## config.mk

```make
export PLATFORM = sky130hd
export DESIGN_NAME = display_scanner_flat
export DESIGN_NICKNAME = d
export VERILOG_FILES = /design/src/rtl/display_scanner_if.sv /design/src/rtl/display_scanner.sv /design/src/flat_wrapper.sv
export SDC_FILE = /design/constraint.sdc
export NUM_CORES = 1
export LEC_CHECK = 0
export CAP_MARGIN = 20
export CORE_MARGIN = 2
export CORE_UTILIZATION = 55
export CTS_BUF_LIST = sky130_fd_sc_hd__clkbuf_4 sky130_fd_sc_hd__clkbuf_8
export DETAILED_ROUTE_END_ITERATION = 12
export MAX_ROUTING_LAYER = met4
export PLACE_DENSITY = 0.78
export SYNTH_ARGS = -nofsm -noshare
export SYNTH_HDL_FRONTEND = slang
export SYNTH_SLANG_ARGS = --single-unit
```

## constraint.sdc

```tcl
create_clock -name clock -period 4.3 [get_ports clock]
set_clock_uncertainty 0.2 [all_clocks]
set_input_delay 0.43 -clock clock [delete_from_list [all_inputs] [get_ports clock]]
set_output_delay 0.43 -clock clock [all_outputs]
set_load 0.01 [all_outputs]
```

## src/rtl/display_scanner_if.sv

```systemverilog
// Bus bundle for display_scanner: load request, digit data and the scan outputs.
// The master side drives load/digits_in; the slave side drives the display outputs.
interface display_scanner_if #(
    parameter int NUM_DIGITS = 4
);
    logic                    load;
    logic [3*NUM_DIGITS-1:0] digits_in;
    logic [2:0]              number;
    logic [NUM_DIGITS-1:0]   anodes;
    logic                    frame_done;
    logic                    load_pending;

    modport master (
        output load,
        output digits_in,
        input  number,
        input  anodes,
        input  frame_done,
        input  load_pending
    );

    modport slave (
        input  load,
        input  digits_in,
        output number,
        output anodes,
        output frame_done,
        output load_pending
    );
endinterface

```

## src/rtl/display_scanner.sv

```systemverilog
// Multiplexed digit scanner with double-buffered, tear-free digit loading.
// A prescaler divides the clock into digit slots; a frame is NUM_DIGITS slots.
// New digit data is held in a pending buffer and only moved into the display
// buffer at a frame wrap, so a frame never shows a mix of old and new digits.
// Optional feature: define SCAN_BLANKING_EN to blank all anodes for the first
// BLANK_CYCLES cycles of every slot (dead time). Without it BLANK_CYCLES is unused.
module display_scanner #(
    parameter int NUM_DIGITS   = 4,
    parameter int REFRESH_DIV  = 50000,
    parameter int BLANK_CYCLES = 4
) (
    input logic              clock,
    input logic              resetn,
    display_scanner_if.slave bus
);
    localparam int PRE_W = $clog2(REFRESH_DIV);
    localparam int IDX_W = $clog2(NUM_DIGITS);
    localparam logic [PRE_W-1:0] PRE_MAX = PRE_W'(REFRESH_DIV - 1);
    localparam logic [IDX_W-1:0] IDX_MAX = IDX_W'(NUM_DIGITS - 1);
`ifdef SCAN_BLANKING_EN
    localparam logic [PRE_W-1:0] BLANK_LIM = PRE_W'(BLANK_CYCLES);
`endif

    logic [PRE_W-1:0]        prescaler_q, prescaler_d;
    logic [IDX_W-1:0]        index_q, index_d;
    logic [3*NUM_DIGITS-1:0] display_q, display_d;
    logic [3*NUM_DIGITS-1:0] pending_q, pending_d;
    logic                    loadPending_q, loadPending_d;
    logic [2:0]              number_q, number_d;
    logic [NUM_DIGITS-1:0]   anodes_q, anodes_d;
    logic                    frameDone_q, frameDone_d;
    logic                    slotTick;
    logic                    frameWrap;

    // Slot/frame timing and the double-buffer handoff at the frame wrap.
    always_comb begin
        slotTick  = (prescaler_q == PRE_MAX);
        frameWrap = slotTick && (index_q == IDX_MAX);

        prescaler_d = slotTick ? '0 : prescaler_q + 1'b1;

        index_d = index_q;
        if (slotTick) begin
            index_d = (index_q == IDX_MAX) ? '0 : index_q + 1'b1;
        end

        // The display takes the data that was pending before this edge; a load
        // in the same cycle simply becomes the next pending frame.
        display_d = (frameWrap && loadPending_q) ? pending_q : display_q;
        pending_d = bus.load ? bus.digits_in : pending_q;

        loadPending_d = loadPending_q;
        if (bus.load) begin
            loadPending_d = 1'b1;
        end else if (frameWrap) begin
            loadPending_d = 1'b0;
        end

        frameDone_d = frameWrap;
    end

    // Output decode from the current index, display buffer and prescaler.
    always_comb begin
        number_d = 3'd0;
        anodes_d = '1;
        for (int k = 0; k < NUM_DIGITS; k++) begin
            if (index_q == IDX_W'(k)) begin
                number_d    = display_q[3*k +: 3];
                anodes_d[k] = 1'b0;
            end
        end
`ifdef SCAN_BLANKING_EN
        if (prescaler_q < BLANK_LIM) begin
            anodes_d = '1;
        end
`endif
    end

    // State and registered outputs; reset drops any pending data outright.
    always_ff @(posedge clock or negedge resetn) begin
        if (!resetn) begin
            prescaler_q   <= '0;
            index_q       <= '0;
            display_q     <= '0;
            pending_q     <= '0;
            loadPending_q <= 1'b0;
            number_q      <= 3'd0;
            anodes_q      <= '1;
            frameDone_q   <= 1'b0;
        end else begin
            prescaler_q   <= prescaler_d;
            index_q       <= index_d;
            display_q     <= display_d;
            pending_q     <= pending_d;
            loadPending_q <= loadPending_d;
            number_q      <= number_d;
            anodes_q      <= anodes_d;
            frameDone_q   <= frameDone_d;
        end
    end

    assign bus.number       = number_q;
    assign bus.anodes       = anodes_q;
    assign bus.frame_done   = frameDone_q;
    assign bus.load_pending = loadPending_q;
endmodule
```

## src/flat_wrapper.sv

```systemverilog
// flat-port wrapper written by rule: the top's interface ports become plain ports
module display_scanner_flat 
#(
    parameter int NUM_DIGITS   = 4,
    parameter int REFRESH_DIV  = 50000,
    parameter int BLANK_CYCLES = 4
)
  (clock, resetn, bus_load, bus_digits_in, bus_number, bus_anodes, bus_frame_done, bus_load_pending);
  display_scanner_if #(.NUM_DIGITS(NUM_DIGITS)) bus_i ();
  input logic clock;
  input logic resetn;
  input wire logic [$bits(bus_i.load)-1:0] bus_load;
  input wire logic [$bits(bus_i.digits_in)-1:0] bus_digits_in;
  output wire logic [$bits(bus_i.number)-1:0] bus_number;
  output wire logic [$bits(bus_i.anodes)-1:0] bus_anodes;
  output wire logic [$bits(bus_i.frame_done)-1:0] bus_frame_done;
  output wire logic [$bits(bus_i.load_pending)-1:0] bus_load_pending;
  assign bus_i.load = bus_load;
  assign bus_i.digits_in = bus_digits_in;
  assign bus_number = bus_i.number;
  assign bus_anodes = bus_i.anodes;
  assign bus_frame_done = bus_i.frame_done;
  assign bus_load_pending = bus_i.load_pending;
  display_scanner #(.NUM_DIGITS(NUM_DIGITS), .REFRESH_DIV(REFRESH_DIV), .BLANK_CYCLES(BLANK_CYCLES)) u_core (.clock(clock), .resetn(resetn), .bus(bus_i));
endmodule
```

# Word-level counts from Yosys, hierarchy flattened
# Index checks and enable logic that the tools add are counted.
# classes
n_eq_ne,4
add_sub_neg,2
n_mux,12
reduce_logical,4
# ops
op,count
$add 16x1->16 const B,1
$eq 16x16->1 const B,1
$mux 16,1
$mux 3,4
$mux 1,6
$eq 2x2->1 const B,2
$add 2x1->2 const B,1
$eq 2x1->1 const B,1
$logic_and 1x1->1,2
$logic_not 2->1,1
$mux 2,1
$reduce_bool 2->1,1
# totals
regBits,51
wordCells,30
output_inout_bits,9
in_bits,15

# Depth between registers and ports, before layout
# depth
depth_word,5
mapped_depth,6
depth_no_buf,6

# Worst setup path before layout
# Ideal clock, no wire load.
# synth_timing
kind,flip-flop to flip-flop
startpoint,register u_core.prescaler_q[0]
endpoint,register u_core.display_q[0]
required_ps,3975
setup_ps,125
n_path_buf,1
stages_incl_launch_ff,7
t_arrival_ps,1589
setup_slack_ps,2387
period_less_slack_ps,1913
cell_sequence,dfrtp_1 ha_1 and3_1 nand4_1 nor2_2 buf_6 mux2_2
# synth_between
elab_chain_cells,3
# synth_rtl
element,line_no,rtl
from (decl),display_scanner.sv:24,"logic [PRE_W-1:0] prescaler_q, prescaler_d;"
from (signal assigned),display_scanner.sv:91,prescaler_q <= prescaler_d;
$eq 16x16->1,display_scanner.sv:37,slotTick = (prescaler_q == PRE_MAX);
$logic_and 1x1->1,display_scanner.sv:38,frameWrap = slotTick && (index_q == IDX_MAX);
$logic_and 1x1->1,display_scanner.sv:49,display_d = (frameWrap && loadPending_q) ? pending_q : display_q;
to (signal assigned),display_scanner.sv:93,display_q <= display_d;
to (decl),display_scanner.sv:26,"logic [3*NUM_DIGITS-1:0] display_q, display_d;"
# No other way between the ends.
# A chain may end at the register's enable or synchronous reset.

# Final worst setup path
# layout_timing
startpoint,register u_core.prescaler_q[0]
endpoint,register u_core.display_q[4]
# The elaborated chain is that of the path after synthesis.

==> out/metrics.csv <==
stage,metric,value,unit
layout,layout cells sized above 1,22.7,%
synthesis,Synth top area share,55.2,%
sta,Final Cycle Share,53.4,%
job,max_cap viols,0,
floorplan,Die Ht,66.2,um
setup_path,CP Cell Sequence,ha_1 -> and3_1 -> nand4_1 -> nor2_2 -> mux2_2,
setup_path,type of the worst setup path,flop to flop,
synthesis,Yosys reg bits,51,
setup_path,critical path capture point type,flop,
global_route,first-pass GRT wire length,6020,um
hold_path,hold-critical path depth,2,
cts,clock sink count,51,
setup_path,CP arrival,2.30,ns
synthesis,Mapped Cells,165,
layout,"most common cell after layout, fill and taps aside",dfrtp_1,
sta,Fmax achieved,435,MHz
cts,CTS tree,done,
drt,Pre-antenna DRT Iters,4,
sta,Slew headroom,59.5,%
floorplan,die area,0.00439,mm2
placed_design,placed cell area,0.00239,mm2
drt,vias per cell,5.37,
global_route,largest net degree at the start of global routing,52,
cts,TritonCTS Buffers,5,
floorplan,Core Region,0.00369,mm2
floorplan,# rows,22,
synthesis,mapped cell area,0.00213,mm2
setup_path,CP Launch Type,flop,
cts,clock buffer depth,2,
layout,"commonest cells after routing, fill and taps aside","dfrtp_1 (47), mux2_2 (24), clkdlybuf4s50_1 (22), nor2_1 (14), nand2_1 (11)",
sta,Worst-Margin Slew,0.606,ns
layout,Ant. Diodes,0,
sta,minimum clock period,2.30,ns
floorplan,Ports,24,
power,LEAKAGE,1.13,nW
setup_path,reg2reg path depth,5,
placed_design,DP HPWL,2430,um
synthesis,post-synthesis area per instance,12.9,um2
drt,1st-iter DRT viols,54,
synthesis,Yosys cell types,30,
synthesis,share of the yosys chip area belonging to registers,60.1,%
drt,ANT nets after route,0,
sta,setup_tns,0,ns
setup_path,CP Max Fanout,12,
setup_path,Worst path slowest cell,nor2_2,
synthesis,syn nets,185,
cts,# resized after CTS,0,
layout,"Design Area, Final",0.00253,mm2
cts,Clock Pin Slew Worst Setup and Hold Paths,0.09,ns
synthesis,largest cells by area after synthesis,"dfrtp_1 (55%), mux2_2 (13%), dfstp_2 (4.9%)",
global_route,initial antenna violation count,0,
global_route,GRT overflow,0,
synthesis,cell type with the largest total area after synthesis,dfrtp_1,
power,VDD IR max,0.000285,V
cts,Clock Latency Late Sink,0.31,ns
placed_design,Cells after DPL,232,
drt,Post-Route WL,3480,um
sta,RSZ-0062 raised after global routing,no,
placed_design,RePlAce Congestion,0.887,
placed_design,Buffers on Ports,23,
global_route,vias in the first global route,1329,
global_route,GRT Total Usage,19.4,%
sta,Max Transition Viols Final,0,
floorplan,Initial Util,57.8,%
drt,DR WL/cell,14.4,um
drt,vias post-DR,1299,
layout,Non-Filler Instances,242,
layout,Total Nets Final,213,
layout,synth-to-layout area growth,19.0,%
setup_path,Crit path required time,4.30,ns
drt,DRC violations left,0,
sta,Setup-failing EPs final,0,
power,Pwr Density,341,mW/mm2
synthesis,Ys Warns,0,
setup_path,Slowest Stage Delay on Critical Path,0.50,ns
sta,Final Hold Viols,0,
layout,final core utilization,68.7,%
outcome,outcome,finished clean,
cts,H-tree lvl count,2,
cts,Root Buffer,clkbuf_8,
floorplan,Die X,66.2,um
hold_path,HP Class,flop to flop,
==> sequential cells by signal, indices dropped and copies added, names as in the netlist <==
signal / count
u_core.prescaler_q: 16
u_core.display_q: 12
u_core.pending_q: 12
u_core.bus.anodes: 4
u_core.bus.number: 3
u_core.index_q: 2
u_core.bus.frame_done: 1
u_core.bus.load_pending: 1
==> kinds of logic (layout without fill, tap and decap cells) <==
group / after synthesis / in the layout / share of synthesized area, %
muxes: 25 / 25 / 13.2
xor gates and xnor gates: 13 / 13 / 5.34
DFF: 51 / 51 / 60.1
and+or+nand+nor: 50 / 50 / 12.8
buffers and inverters: 12 / 41 / 2.52
adders and majority gates: 5 / 5 / 2.94
AOI/OAI and AO/OA: 9 / 9 / 3.11
==> layer usage <==
metal  share of wire [%]  vias to the layer above  global-route usage, %
li1                    -                      626                      -
met1                  48                      638                   25.1
met2                  45                       26                   28.0
met3                 5.1                        9                   6.13
met4                 2.0                        0                   8.67
met5                   0                        -                      -
==> worst max-delay path: cells and delay by family, from the launching register on <==
| family | cells | cell delay [ns] |
|---|---|---|
| simple gates | 3 | 0.86 |
| fa+ha+maj | 1 | 0.28 |
| flops | 1 | 0.43 |
| mux | 1 | 0.41 |
==> per-stage QoR <==
step	hold slack, ns	setup WS, ns	total power [mW]
2_1_floorplan	-0.0656	2.39	0.517
3_3_place_gp	0.271	2.11	0.540
3_5_place_dp	0.265	2.01	0.543
4_1_cts	0.141	2.00	0.871
5_1_grt	0.324	1.83	0.901
6_report	0.285	2.00	0.865
==> synth_stat cells <==
master    number
dfrtp_1       47
mux2_2        24
nor2_1        14
nand2_1       11
inv_1          8
xor2_1         8
nand3_1        6
ha_1           5
nand4_1        5
xnor2_1        5
dfstp_2        4
a221oi_1       3
nor4_1         3
o31ai_1        3
and4_2         2
and4bb_2       2
o21ai_0        2
a21o_1         1
and3_1         1
and4_1         1
buf_1          1
buf_2          1
buf_6          1
clkbuf_1       1
mux2i_1        1
nand2b_1       1
nor2_2         1
nor2b_1        1
nor3_1         1
nor4b_2        1
==> power by group <==
group / internal (mW) / switching (mW) / leakage [nW]
combinational: 0.0230 / 0.0152 / 0.425
clock: 0.173 / 0.157 / 0.0581
sequential: 0.491 / 0.00621 / 0.652
==> worst paths after layout <==
path	from	end	slack [ns]
max in group asynchronous	resetn	u_core.prescaler_q[14]$_DFF_PN0_	3.00
worst min register to register	u_core.display_q[9]$_DFFE_PN0P_	u_core.bus.number[0]$_DFF_PN0_	0.28
worst max register to register	u_core.prescaler_q[0]$_DFF_PN0_	u_core.display_q[4]$_DFFE_PN0P_	2.00
worst min-delay path	u_core.display_q[9]$_DFFE_PN0P_	u_core.bus.number[0]$_DFF_PN0_	0.28
min in group asynchronous	resetn	u_core.bus.number[0]$_DFF_PN0_	0.39
worst max-delay path	u_core.prescaler_q[0]$_DFF_PN0_	u_core.display_q[4]$_DFFE_PN0P_	2.00
==> what timing repair did <==
action | in CTS | in global routing
setup endpoints to repair | 0 | 0
hold endpoints to repair | 0 | 15
hold buffers | 0 | 1
buffers inserted | 0 | 0
==> cell type report <==
cell class,count,area (um2)
fillers,281,1150
clock buffers,5,68.8
inverters,8,30.0
repair buffers,25,255
well taps,48,60.1
clock inverters,3,43.8
flip-flops and latches,51,1280
multi-input cells,102,796
(Power assumes the default switching activity.)
